**src/rtl/fetch_queue.sv**
```systemverilog
// Instruction fetch unit feeding a circular {ins, pc} queue that presents up to
// two oldest entries to decode; a HALT opcode parks fetch until a redirect.
module fetch_queue #(
  parameter int INS_W = 16,
  parameter int PC_W  = 8,
  parameter int DEPTH = 8
) (
  input  logic             clk,
  input  logic             rst_n,
  output logic             imem_req,
  output logic [PC_W-1:0]  imem_addr,
  input  logic [INS_W-1:0] imem_data,
  input  logic             redirect,
  input  logic [PC_W-1:0]  redirect_pc,
  output logic             out_valid0,
  output logic             out_valid1,
  output logic [INS_W-1:0] out_ins0,
  output logic [INS_W-1:0] out_ins1,
  output logic [PC_W-1:0]  out_pc0,
  output logic [PC_W-1:0]  out_pc1,
  input  logic [1:0]       dec_take,
  output logic [3:0]       count,
  output logic             halted
);

  localparam int AW = (DEPTH > 1) ? $clog2(DEPTH) : 1;

  typedef enum logic {FETCH = 1'b0, HALTED = 1'b1} state_e;

  state_e          state_q, state_d;
  logic [PC_W-1:0] pc_q, pc_d;
  logic [AW-1:0]   head_q, head_d;
  logic [AW-1:0]   tail_q, tail_d;
  logic [3:0]      count_q, count_d;
  logic            inflight_q, inflight_d;
  logic [PC_W-1:0] req_pc_q, req_pc_d;

  logic [INS_W-1:0] ins_mem_q [DEPTH];
  logic [PC_W-1:0]  pc_mem_q  [DEPTH];

  logic [1:0]    take_eff;
  logic [1:0]    pop;
  logic          push;
  logic          wr_en;
  logic          halt_ret;
  logic [AW-1:0] head_p1;

  assign head_p1    = head_q + AW'(1);
  assign imem_addr  = pc_q;
  assign count      = count_q;
  assign halted     = (state_q == HALTED);
  assign out_valid0 = (count_q != 4'd0);
  assign out_valid1 = (count_q >= 4'd2);
  assign out_ins0   = ins_mem_q[head_q];
  assign out_ins1   = ins_mem_q[head_p1];
  assign out_pc0    = pc_mem_q[head_q];
  assign out_pc1    = pc_mem_q[head_p1];

  always_comb begin
    take_eff = (dec_take == 2'd3) ? 2'd2 : dec_take;
    pop      = ({2'b00, take_eff} <= count_q) ? take_eff : count_q[1:0];
    push     = inflight_q;
    // A returning HALT must also block the request issued alongside its write.
    halt_ret = push && (imem_data[INS_W-1 -: 4] == 4'hF);
    imem_req = rst_n && (state_q == FETCH) && !redirect && !halt_ret &&
               (({1'b0, count_q} + {4'b0000, inflight_q}) < 5'(DEPTH));
  end

  always_comb begin
    state_d    = state_q;
    pc_d       = pc_q;
    head_d     = head_q;
    tail_d     = tail_q;
    count_d    = count_q;
    inflight_d = inflight_q;
    req_pc_d   = req_pc_q;
    wr_en      = 1'b0;
    if (redirect) begin
      state_d    = FETCH;
      pc_d       = redirect_pc;
      head_d     = '0;
      tail_d     = '0;
      count_d    = 4'd0;
      inflight_d = 1'b0;
    end else begin
      head_d  = head_q + AW'(pop);
      count_d = count_q + {3'b000, push} - {2'b00, pop};
      if (push) begin
        wr_en  = 1'b1;
        tail_d = tail_q + AW'(1);
      end
      if (halt_ret) begin
        state_d = HALTED;
      end
      inflight_d = imem_req;
      if (imem_req) begin
        req_pc_d = pc_q;
        pc_d     = pc_q + PC_W'(1);
      end
    end
  end

  always_ff @(posedge clk) begin
    if (!rst_n) begin
      state_q    <= FETCH;
      pc_q       <= '0;
      head_q     <= '0;
      tail_q     <= '0;
      count_q    <= 4'd0;
      inflight_q <= 1'b0;
      req_pc_q   <= '0;
    end else begin
      state_q    <= state_d;
      pc_q       <= pc_d;
      head_q     <= head_d;
      tail_q     <= tail_d;
      count_q    <= count_d;
      inflight_q <= inflight_d;
      req_pc_q   <= req_pc_d;
    end
  end

  // Storage needs no reset: occupancy alone decides what is visible.
  always_ff @(posedge clk) begin
    if (rst_n && wr_en) begin
      ins_mem_q[tail_q] <= imem_data;
      pc_mem_q[tail_q]  <= req_pc_q;
    end
  end

endmodule

```
**config.mk**
```make
export PLATFORM = sky130hd
export DESIGN_NAME = fetch_queue
export DESIGN_NICKNAME = d
export VERILOG_FILES = /design/src/rtl/fetch_queue.sv
export SDC_FILE = /design/constraint.sdc
export NUM_CORES = 1
export LEC_CHECK = 0
export BUFFER_PORTS_ARGS = -buffer_cell sky130_fd_sc_hd__buf_2
export CORE_MARGIN = 3
export CORE_UTILIZATION = 40
export DETAILED_ROUTE_END_ITERATION = 7
export HOLD_SLACK_MARGIN = 0.1
export PLACE_DENSITY = 0.66
export SLEW_MARGIN = 20
export SYNTH_ARGS = -nofsm -noshare
export SYNTH_HDL_FRONTEND = slang
export SYNTH_SLANG_ARGS = --single-unit
```
**constraint.sdc**
```tcl
create_clock -name clk -period 4.2 [get_ports clk]
set_clock_uncertainty 0.1 [all_clocks]
set_input_delay 0.42 -clock clk [delete_from_list [all_inputs] [get_ports clk]]
set_output_delay 0.42 -clock clk [all_outputs]
set_load 0.02 [all_outputs]
```
==> impl_metrics.toml <==
[timing]
slew_violations = 0
finalHoldViolCount = 0
min_period_ps = 3570
tightest_slew_ps = 847
clock.fmax_ghz = 0.280
min_period_over_period_pct = 84.9
tns_ps = 0
relSlewSlack_pct = 43.5
rsz0062_at_grt = "no"
whs_ps = 109
final-setup-viol-count = 0

[clock_network]
root_buffer = "clkbuf_16"
numCtsBuffers = 24
clock-sinks = 220
cts_tree = "built"
clk_pin_slew_ps = 60
clk_latency_ps = 500
cts_resized = 0
htree_levels = 1
clockBufferDepth = 3
post_cts.repair.setup_buffers = 0

[power_and_ir_drop]
power_density_nw_per_um2 = 487
p_leak_uw = 0.00395
ir_worst_vdd_uv = 329

[placement]
port-buffer-count = 92
place_congestion = 0.805
dpl.hpwl_mm = 13.5
placed_area_um2 = 11000

[route]
drt_iter0_drc = 390
viasPerCell = 5.66
wl_met1_mm = 9.60
routed.top_layer = "met4"
firstDrtPassIters = 5
drc_errors = 0
wl_per_cell_um = 22.0
vias = 5664
ant_nets = 0
wl_met2_mm = 11.0
routed_wl_mm = 22.0
wl_met3_mm = 1.10

[hold_path]
hold_depth = 1
hold_class = "in2reg"

[grt]
antenna_found_initial = 0
grt_pass1_wl_mm = 33.7
grt.total_usage_pct = 16.2
grt_max_degree = 50
grt_pass1_vias = 5892
grt_overflow = 0

[die]
die-area_um2 = 27300
die_y_um = 165
pin_count = 93
start_util_pct = 41.2
die_w_um = 165
core_area_um2 = 24600
row_count = 57

[worst_setup_path]
arrival_ps = 3050
crit_type = "reg2out"
setup.worst_path.start_class = "flop"
worstPathRequired_ps = 3680
cp_max_fo = 27
crit_path_end_kind = "primary output"
rr_worst_depth = 12

[cells_and_area]
area_growth_pct = 17.9
fin_nets = 702
design_area_um2 = 12000
antennaDiodeCount = 0
drive_gt1_share_pct = 44.7
fillers = 2042

[logic_synthesis]
syn_area_per_cell_um2 = 18.6
synth_top_area_share_pct = 56.8
yosysSeqAreaShare_pct = 62.3
synth-edff-count = 192
synth.distinct_cells = 43
synth_nets = 589
synth_ff_type = "edfxtp_1"
synth-seq-cells = 220
yosysWarnings = 0
synthCells = 545
mappedNetlistArea_um2 = 10100
synthTopCellsByArea = "edfxtp_1, mux4_2, dfxtp_1, mux2_2, ha_1"
async_reset_ff_share_pct = 0
yosysTopAreaCell = "edfxtp_1"

[job]
drv_cap = 0

[status]
status = "finished clean"
-- cells in the mapped netlist, types with 2 or more instances --
| library cell | number |
|---|---|
| edfxtp_1 | 192 |
| mux4_2 | 96 |
| mux2_2 | 48 |
| dfxtp_1 | 28 |
| buf_2 | 16 |
| nor2_1 | 16 |
| clkbuf_1 | 15 |
| o21ai_0 | 15 |
| nand3_1 | 14 |
| ha_1 | 13 |
| inv_1 | 12 |
| a21oi_1 | 10 |
| and3_1 | 6 |
| nand2_1 | 6 |
| a31oi_1 | 4 |
| buf_1 | 4 |
| nand2b_1 | 4 |
| o31ai_1 | 4 |
| or4_1 | 4 |
| nor3_1 | 3 |
| xnor2_1 | 3 |
| xor2_1 | 3 |
| a311oi_1 | 2 |
| and4_1 | 2 |
| buf_6 | 2 |
| fa_1 | 2 |
| mux2i_1 | 2 |
| nand4_1 | 2 |
| nor2b_1 | 2 |
| or3_1 | 2 |
-- per-stage QoR --
| step | std cells | worst slack (ps) | utilization (%) | total power [uW] |
|---|---|---|---|---|
| final | 1000 | 634 | 48.6 | 5820 |
| after detailed placement | 942 | 1100 | 44.9 | 3830 |
| after floorplan | 545 | 866 | - | 3480 |
| after global placement | 942 | 1150 | 44.9 | 3800 |
| after global routing | 1000 | 426 | 48.6 | 6080 |
| after CTS | 1000 | 563 | 48.6 | 5890 |
-- worst max-delay path, stage by stage, from the launching register on --
cell and delay (ps):
dfxtp_4 640, ha_4 560, buf_4 350, mux4_2 530
mux2_2 280, buf_2 160
-- path summary, 6_finish.rpt --
| kind | start | to | slack, ps |
|---|---|---|---|
| worst max-delay path | head_q[0] | out_ins1[14] | 630 |
| worst min-delay path | imem_data[4] | ins_mem_q[3][4] | 110 |
| worst max register to register | count[1] | count[3] | 1160 |
| worst min register to register | imem_addr[5] | req_pc_q[5] | 410 |
-- layout make-up --
class | instances | area, um2 | area share, %
clock inverters | 9 | 98.8 | 0.827
clock buffers | 35 | 683 | 5.71
flip-flops and latches | 220 | 6330 | 53.0
repair buffers | 124 | 736 | 6.15
well taps | 324 | 405 | 3.39
inverters | 12 | 45.0 | 0.377
multi-input cells | 276 | 3660 | 30.6
-- state kept, by name (all words and copies together), names as in the netlist --
| name | count |
|---|---|
| count | 4 |
| halted | 1 |
| head_q | 3 |
| imem_addr | 8 |
| inflight_q | 1 |
| ins_mem_q | 128 |
| pc_mem_q | 64 |
| req_pc_q | 8 |
| tail_q | 3 |
-- report_power, final --
| group | internal [uW] | total [uW] | switching (uW) |
|---|---|---|---|
| Combinational | 609 | 1300 | 693 |
| Sequential | 2420 | 2480 | 63.9 |
| Clock | 1250 | 2040 | 789 |
-- what timing repair did --
action | in CTS | in global routing
setup endpoints to repair | 0 | 0
endpoints found under the hold margin | 91 | 0
hold buffers | 14 | 0
-- cells in the final DEF (no fill, tap or decap), types with 6 or more instances in the layout --
cell type      count
a21oi_1           10
inv_1             12
edfxtp_1         192
o21ai_0           15
mux2_2            48
nor2_1            10
ha_1              12
dfxtp_1           25
nand2_1            6
dlygate4sd3_1     14
nor2_2             6
clkbuf_16         25
clkbuf_1           8
buf_4             18
and3_1             6
nand3_1           14
mux4_2            96
buf_2             92
-- routing by layer --
metal,vias to the layer above,track usage (%)
met1,2980,22.4
met5,-,0
met3,18,2.77
li1,2506,-
met4,0,3.01
met2,160,27.6
-- cells by family after synthesis --
kind of cell	share of synthesized area [%]
flops	62.3
mux	26.8
fa+ha+maj	2.00
xor+xnor	0.518
compound gates	2.87
buf+inv	2.16
simple gates	3.28
Power figures use the tool's default switching activity.
